`src/rtl/instr_loader.sv`:
```
// instr_loader: streams 32-bit instruction words into imem from address 0,
// then pulses St and waits for done. Optional HALT padding: LOADER_PAD_HALT_EN.
`timescale 1ns/1ps
`ifndef INSTR_BIT
`define INSTR_BIT 8
`endif

module instr_loader #(
    parameter int          ADDR_BIT  = `INSTR_BIT,
    parameter logic [31:0] HALT_WORD = 32'h0000_0000
) (
    input  logic                CLK,
    input  logic                RST,
    input  logic                in_valid,
    output logic                in_ready,
    input  logic [31:0]         in_data,
    input  logic                in_last,
    output logic                mem_we,
    output logic [ADDR_BIT-1:0] mem_addr,
    output logic [31:0]         mem_wdata,
    output logic                St,
    input  logic                done,
    output logic                busy,
    output logic [ADDR_BIT:0]   word_cnt,
    output logic                overflow
);

    typedef enum logic [2:0] {IDLE, LOAD, CLEAR, START, RUN} state_t;

    localparam logic [ADDR_BIT-1:0] LAST_ADDR = '1;
    localparam logic [ADDR_BIT:0]   ONE       = 1;

    state_t              state;
    state_t              end_state;
    logic                accept;
    logic                at_end;
    logic [ADDR_BIT-1:0] wr_addr;

    assign accept  = in_valid & in_ready;
    // A new program always restarts at address 0.
    assign wr_addr = (state == IDLE) ? '0 : word_cnt[ADDR_BIT-1:0];
    assign at_end  = in_last | (wr_addr == LAST_ADDR);
    assign busy    = (state != IDLE);

`ifdef LOADER_PAD_HALT_EN
    assign end_state = (wr_addr == LAST_ADDR) ? START : CLEAR;
`else
    logic unused_halt;
    assign unused_halt = ^HALT_WORD;
    assign end_state   = START;
`endif

    always_ff @(posedge CLK or negedge RST) begin
        if (!RST) begin
            state     <= IDLE;
            in_ready  <= 1'b0;
            mem_we    <= 1'b0;
            mem_addr  <= '0;
            mem_wdata <= '0;
            St        <= 1'b0;
            word_cnt  <= '0;
            overflow  <= 1'b0;
        end else begin
            mem_we <= 1'b0;
            St     <= 1'b0;
            unique case (state)
                IDLE, LOAD: begin
                    in_ready <= 1'b1;
                    if (accept) begin
                        mem_we    <= 1'b1;
                        mem_addr  <= wr_addr;
                        mem_wdata <= in_data;
                        word_cnt  <= {1'b0, wr_addr} + ONE;
                        overflow  <= at_end & ~in_last;
                        if (at_end) begin
                            state    <= end_state;
                            in_ready <= 1'b0;
                        end else begin
                            state <= LOAD;
                        end
                    end
                end
`ifdef LOADER_PAD_HALT_EN
                CLEAR: begin
                    // Continues from the last program write address.
                    mem_we    <= 1'b1;
                    mem_addr  <= mem_addr + 1'b1;
                    mem_wdata <= HALT_WORD;
                    if (mem_addr + 1'b1 == LAST_ADDR)
                        state <= START;
                end
`endif
                START: begin
                    St    <= 1'b1;
                    state <= RUN;
                end
                RUN: begin
                    if (done) begin
                        state    <= IDLE;
                        in_ready <= 1'b1;
                    end
                end
                default: begin
                    state    <= IDLE;
                    in_ready <= 1'b0;
                end
            endcase
        end
    end

endmodule
```
`config.mk`:
```
export PLATFORM = sky130hd
export DESIGN_NAME = instr_loader
export DESIGN_NICKNAME = d
export VERILOG_FILES = /design/src/rtl/instr_loader.sv
export SDC_FILE = /design/constraint.sdc
export NUM_CORES = 1
export LEC_CHECK = 0
export CAP_MARGIN = 20
export CORE_ASPECT_RATIO = 0.8
export CORE_MARGIN = 8
export CORE_UTILIZATION = 40
export CTS_BUF_LIST = sky130_fd_sc_hd__clkbuf_4
export CTS_CLUSTER_SIZE = 30
export DETAILED_ROUTE_END_ITERATION = 10
export PLACE_DENSITY = 0.75
export SETUP_SLACK_MARGIN = 0.05
export SLEW_MARGIN = 10
export SYNTH_ARGS = -nofsm -noshare
export SYNTH_HDL_FRONTEND = slang
export SYNTH_SLANG_ARGS = --single-unit
```
`constraint.sdc`:
```
create_clock -name CLK -period 2.49 [get_ports CLK]
set_input_delay 0.747 -clock CLK [delete_from_list [all_inputs] [get_ports CLK]]
set_output_delay 0.747 -clock CLK [all_outputs]
set_load 0.01 [all_outputs]
```
; Word-level counts from Yosys, hierarchy flattened
; Cells that the tools add are included.
[totals]
regBits = 56
word_cells = 38
input_bits = 37
[classes]
eq_ne = 6
addsub = 1
n_reduce_logical = 6
mux = 12
n_bitwise = 5
[ops]
columns = cell, count
row1 = adder 8 x 1 -> 9 bit (second input constant), 1
row2 = one-hot mux 3 bit (3 select lines), 1
row3 = equality test 8 bit (second input constant), 1
row4 = two-way mux 8 bit, 1
row5 = two-way mux 1 bit, 6
row6 = two-way mux 3 bit, 2
row7 = AND reduction 2 bit, 3
row8 = inequality test 2 bit (second input constant), 2
row9 = equality test 3 x 1 -> 1 bit (second input constant), 1
row10 = equality test 3 x 2 -> 1 bit (second input constant), 1
row11 = equality test 3 bit (second input constant), 1
row12 = zero test 3 bit, 1
row13 = one-hot mux 1 bit (3 select lines), 1
row14 = nonzero test 3 bit, 1
row15 = bitwise AND 1 bit, 2
row16 = two-way mux 2 bit, 1
row17 = inverter 1 bit, 2
row18 = OR reduction 2 bit, 1
row19 = bitwise OR 1 bit, 1

; Depth between registers and ports, before layout
; Gate-level depths: netlist (run 1).
[logic_depth]
depth_word = 7
ltp_mapped = 7
mapped_depth_nobuf = 6

; Worst setup path before layout (run 1)
; No wires, ideal clock.
[synth_timing]
path_type = register -> register
startpoint = register state[1]
endpoint = register in_ready
stages_incl_launch_ff = 8
path_buffers = 1
t_required_ns = 2.396
t_arrival_ns = 1.910
path_slack_ns = 0.486
setup_time_ns = 0.094
path_cell_list = dfrtp_1 or3_1 clkbuf_1 and2_1 ha_1 and3_1 a31o_2 a211oi_1
[synth_between]
elab_chain_len = 7
elab_cells_between_ends = 14
classes_between = eq/ne (5) / mux (4) / bitwise (2) / reduce/logical (3)
[synth_rtl]
columns = element, line
row1 = start: declaration, 33  ; state_t state;
row2 = start signal: assignment, 76  ; state <= end_state;
row3 = zero test 3 bit, 41  ; assign wr_addr = (state == IDLE) ? '0 : word_cnt[ADDR_BIT-1:0];
row4 = two-way mux 8 bit, 41
row5 = net wr_addr[0], 37  ; logic [ADDR_BIT-1:0] wr_addr;
row6 = equality test 8 bit, 42  ; assign at_end = in_last | (wr_addr == LAST_ADDR);
row7 = bitwise OR 1 bit, 42
row8 = two-way mux 1 bit, 75  ; if (at_end) begin
row9 = two-way mux 1 bit, 69  ; if (accept) begin
row10 = one-hot mux 1 bit (3 select lines), 66  ; unique case (state)
row11 = end signal: assignment, 56  ; in_ready <= 1'b0;
row12 = end signal: assignment, 68  ; in_ready <= 1'b1;
row13 = end signal: assignment, 77  ; in_ready <= 1'b0;
row14 = end: declaration, 15  ; output logic in_ready,
; The timed path passes the listed nets, and every way through them passes these cells.
; A chain may end at the register's enable or synchronous reset.

; Worst setup path in the final report (run 1)
[layout_timing]
startpoint = register state[2]
endpoint = output busy
[layout_between]
elab_chain_len = 1
[layout_rtl]
columns = element, line
row1 = nonzero test 3 bit, 43  ; assign busy = (state != IDLE);
row2 = end: declaration, 23  ; output logic busy,
; Every way passes these cells.

==> impl_metrics.yaml, run 1 <==
power:
  p_sw_share_pct: 37.5
  power_frac_seq_pct: 41.4
  clkPwrFrac_pct: 9.5
  power.density_mw_per_mm2: 1150
  finalPower_mw: 3.82
  max-vdd-ir-drop_uv: 538
  switching_power_mw: 1.43
  comb_power_share_pct: 49.1
  p_leak_nw: 1.57
  cellInternalPower_mw: 2.39
clocking:
  path_clk_slew_ps: 150
  cts_tree: "done"
  cts_htree_levels: 2
  clock-sinks: 56
  cts_made_buffers: 5
  clockBufferDepth: 2
  clk_latency_ps: 360
  root_buffer: "clkbuf_4"
global_routing:
  grt_remaining_overflow: 0
  grt_max_degree: 31
  antenna_found_initial: 0
  grt_pass1_vias: 2045
  grtUsageTotal_pct: 14.9
  grt_pass1_wl_um: 10200
sta:
  fin_setup_tns_ps: 0
  finalSetupViolCount: 0
  maxSlewViolCount: 0
  fin_ws_ps: 185
  fmax_mhz: 434
  period_share_pct: 92.6
  period_minus_slack_ps: 2300
  fin_worst_skew_ps: 5.87
  rsz0062_at_grt: "no"
  hold_viol_final: 0
  tightest_slew_ps: 616
  relSlewSlack_pct: 58.9
  timing.hold.ws_ps: 368
setup_path:
  crit_path_start: "state[2]"
  cp_num_buf_inv: 1
  r2r_cells: 6
  path_max_fanout: 7
  regToRegSetupSlack_ps: 390
  crit_arrival_ps: 1560
  cp-start-kind: "flop"
  reg2reg_from: "state[2]"
  crit_path_max_incr_delay_ps: 480
  r2r_end: "in_ready"
  required_ps: 1740
  cp-endpoint: "busy"
  critical_path_class: "reg -> out"
  end_kind: "output pin"
  crit_chain: "or3_1 > dlygate4sd2_1"
  critical_path_depth: 2
  cp_top_family: "flip-flops"
  cp_slowest_cell: "dfrtp_2"
finish:
  drive_gt1_share_pct: 5.59
  layout_common_cells: "121 x nand2_1, 88 x clkdlybuf4s50_1, 55 x dfrtp_1"
  final_cell_count_no_fill: 418
  layout_commonest_cell: "nand2_1"
  nets: 378
  diodes: 0
  synthToLayoutAreaGrowth_pct: 45.8
route:
  vias_per_cell: 4.66
  avgRoutedWirePerCell_um: 14.4
  dr.pass1.iters: 4
  drt-total-wl_um: 6040
  drc: 0
  drt_iter0_drc: 112
  vias: 1949
  ant_nets: 0
synth:
  yosysWarnings: 0
  post_synth_inst_count: 250
  syn_area_per_cell_um2: 9.13
  ys_seq_area_share_pct: 61.4
  syn-cell-area_mm2: 0.00228
  synth_cell_type_count: 32
  yosys_register_bits: 56
  syn-num-nets: 288
run:
  cap_violations: 0
floorplan:
  start_util_pct: 41.8
  core_region_area_mm2: 0.00547
  die_area_mm2: 0.00839
  die_w_um: 100
  io_pins: 91
  die_h_um: 83.6
  num_rows: 24
placed_design:
  hpwlAfterDp_um: 4470
  pre_cts_slack_ps: 281
  port_buffers: 90
  gp_congestion: 0.765
  dp_cells: 410
status:
  status: "complete, no violations"
hold_path:
  hold_path_class: "in -> async"
==> area by class of cell <==
cell class                 count  area, um2
clock buffer                   5       37.5
timing repair buffer          97        960
tap                           78       97.6
clock inverter                 2       7.51
inverter                       3       11.3
sequential                    56       1400
multi-input combinational    177        812
fill                         481       2140
==> per-layer routing <==
metal  track usage [%]  routed length, um
met1              19.1               2830
met3              6.25                572
met4              3.70                 50
met5                 0                  0
met2              22.4               2590
==> worst register-to-register path, stage by stage (launching register included) <==
cell      delay (ps)
dfrtp_2          480
or3_1            400
and2_1           210
ha_1             240
and3_1           180
a31o_2           280
a211oi_1         240
==> cell families after synthesis <==
family / Yosys count / synth area share, %
flops: 56 / 61.4
simple gates: 153 / 27.9
compound gates: 22 / 6.42
mux: 1 / 0.493
buf+inv: 17 / 3.23
fa+ha+maj: 1 / 0.548
==> synthesized netlist by cell type <==
library cell / count / share of area [%]
o21ai_0: 4 / 0.88
nand2_1: 121 / 20
nand4bb_1: 1 / 0.49
o311ai_0: 1 / 0.38
or2_1: 1 / 0.27
nand2b_1: 2 / 0.55
or2_2: 2 / 0.55
a22o_1: 1 / 0.38
and3_1: 2 / 0.55
o2bb2ai_1: 1 / 0.38
or4_1: 1 / 0.33
o311ai_1: 2 / 0.77
nor3_1: 1 / 0.22
o31ai_1: 1 / 0.33
dfrtp_1: 56 / 61
o211ai_1: 2 / 0.66
nand4_1: 1 / 0.27
o22ai_1: 1 / 0.27
buf_2: 5 / 1.1
ha_1: 1 / 0.55
o21bai_1: 1 / 0.33
nor2_1: 3 / 0.49
a31o_2: 1 / 0.38
nand3_1: 12 / 2.6
inv_1: 3 / 0.49
buf_4: 1 / 0.33
a21oi_1: 6 / 1.3
a211oi_1: 1 / 0.33
and2_1: 5 / 1.4
clkbuf_1: 8 / 1.3
or3_1: 1 / 0.27
mux2_2: 1 / 0.49
==> worst min-delay path by stage <==
| stage | cells after the start | to | start | slack [ps] |
|---|---|---|---|---|
| after floorplan | 0 | St | RST | 450 |
| after global placement | 2 | mem_addr[6] | mem_addr[6] | 450 |
| after detailed placement | 2 | mem_addr[6] | mem_addr[6] | 460 |
| after CTS | 1 | mem_wdata[3] | RST | 380 |
| after global routing | 1 | mem_wdata[5] | RST | 390 |
| final | 1 | mem_wdata[3] | RST | 370 |
==> sequential cells by signal, indices dropped and copies added, names as in the netlist <==
signal / cells
St: 1
in_ready: 1
mem_addr: 8
mem_wdata: 32
mem_we: 1
overflow: 1
state: 3
word_cnt: 9
==> per-stage QoR <==
stage	util, %	instance area (um2)
2_1_floorplan	-	2280
3_3_place_gp	59.9	3280
3_5_place_dp	59.9	3280
4_1_cts	60.9	3330
5_1_grt	60.9	3330
6_report	60.9	3330
==> power by group through the flow <==
stage	registers, mW	logic [mW]	clock network, mW
3_3_place_gp	1.59	1.87	0
4_1_cts	1.58	1.91	0.379
2_1_floorplan	1.74	0.679	0
6_report	1.58	1.88	0.364
3_5_place_dp	1.60	1.90	0
5_1_grt	1.64	2.09	0.421
==> timing repair <==
item,4_1_cts,5_1_grt
resized for setup,2,0
endpoints found under the setup margin,1,0
buffers inserted,1,0
hold buffers,0,0
Power figures use the tool's default switching activity.
==> inputs of run 2 (changes only) <==
CTS_CLUSTER_SIZE = not set   (was 30)
==> results of run 2 <==
Same layout as run 1: the final DEF is identical, and so are final timing and power.
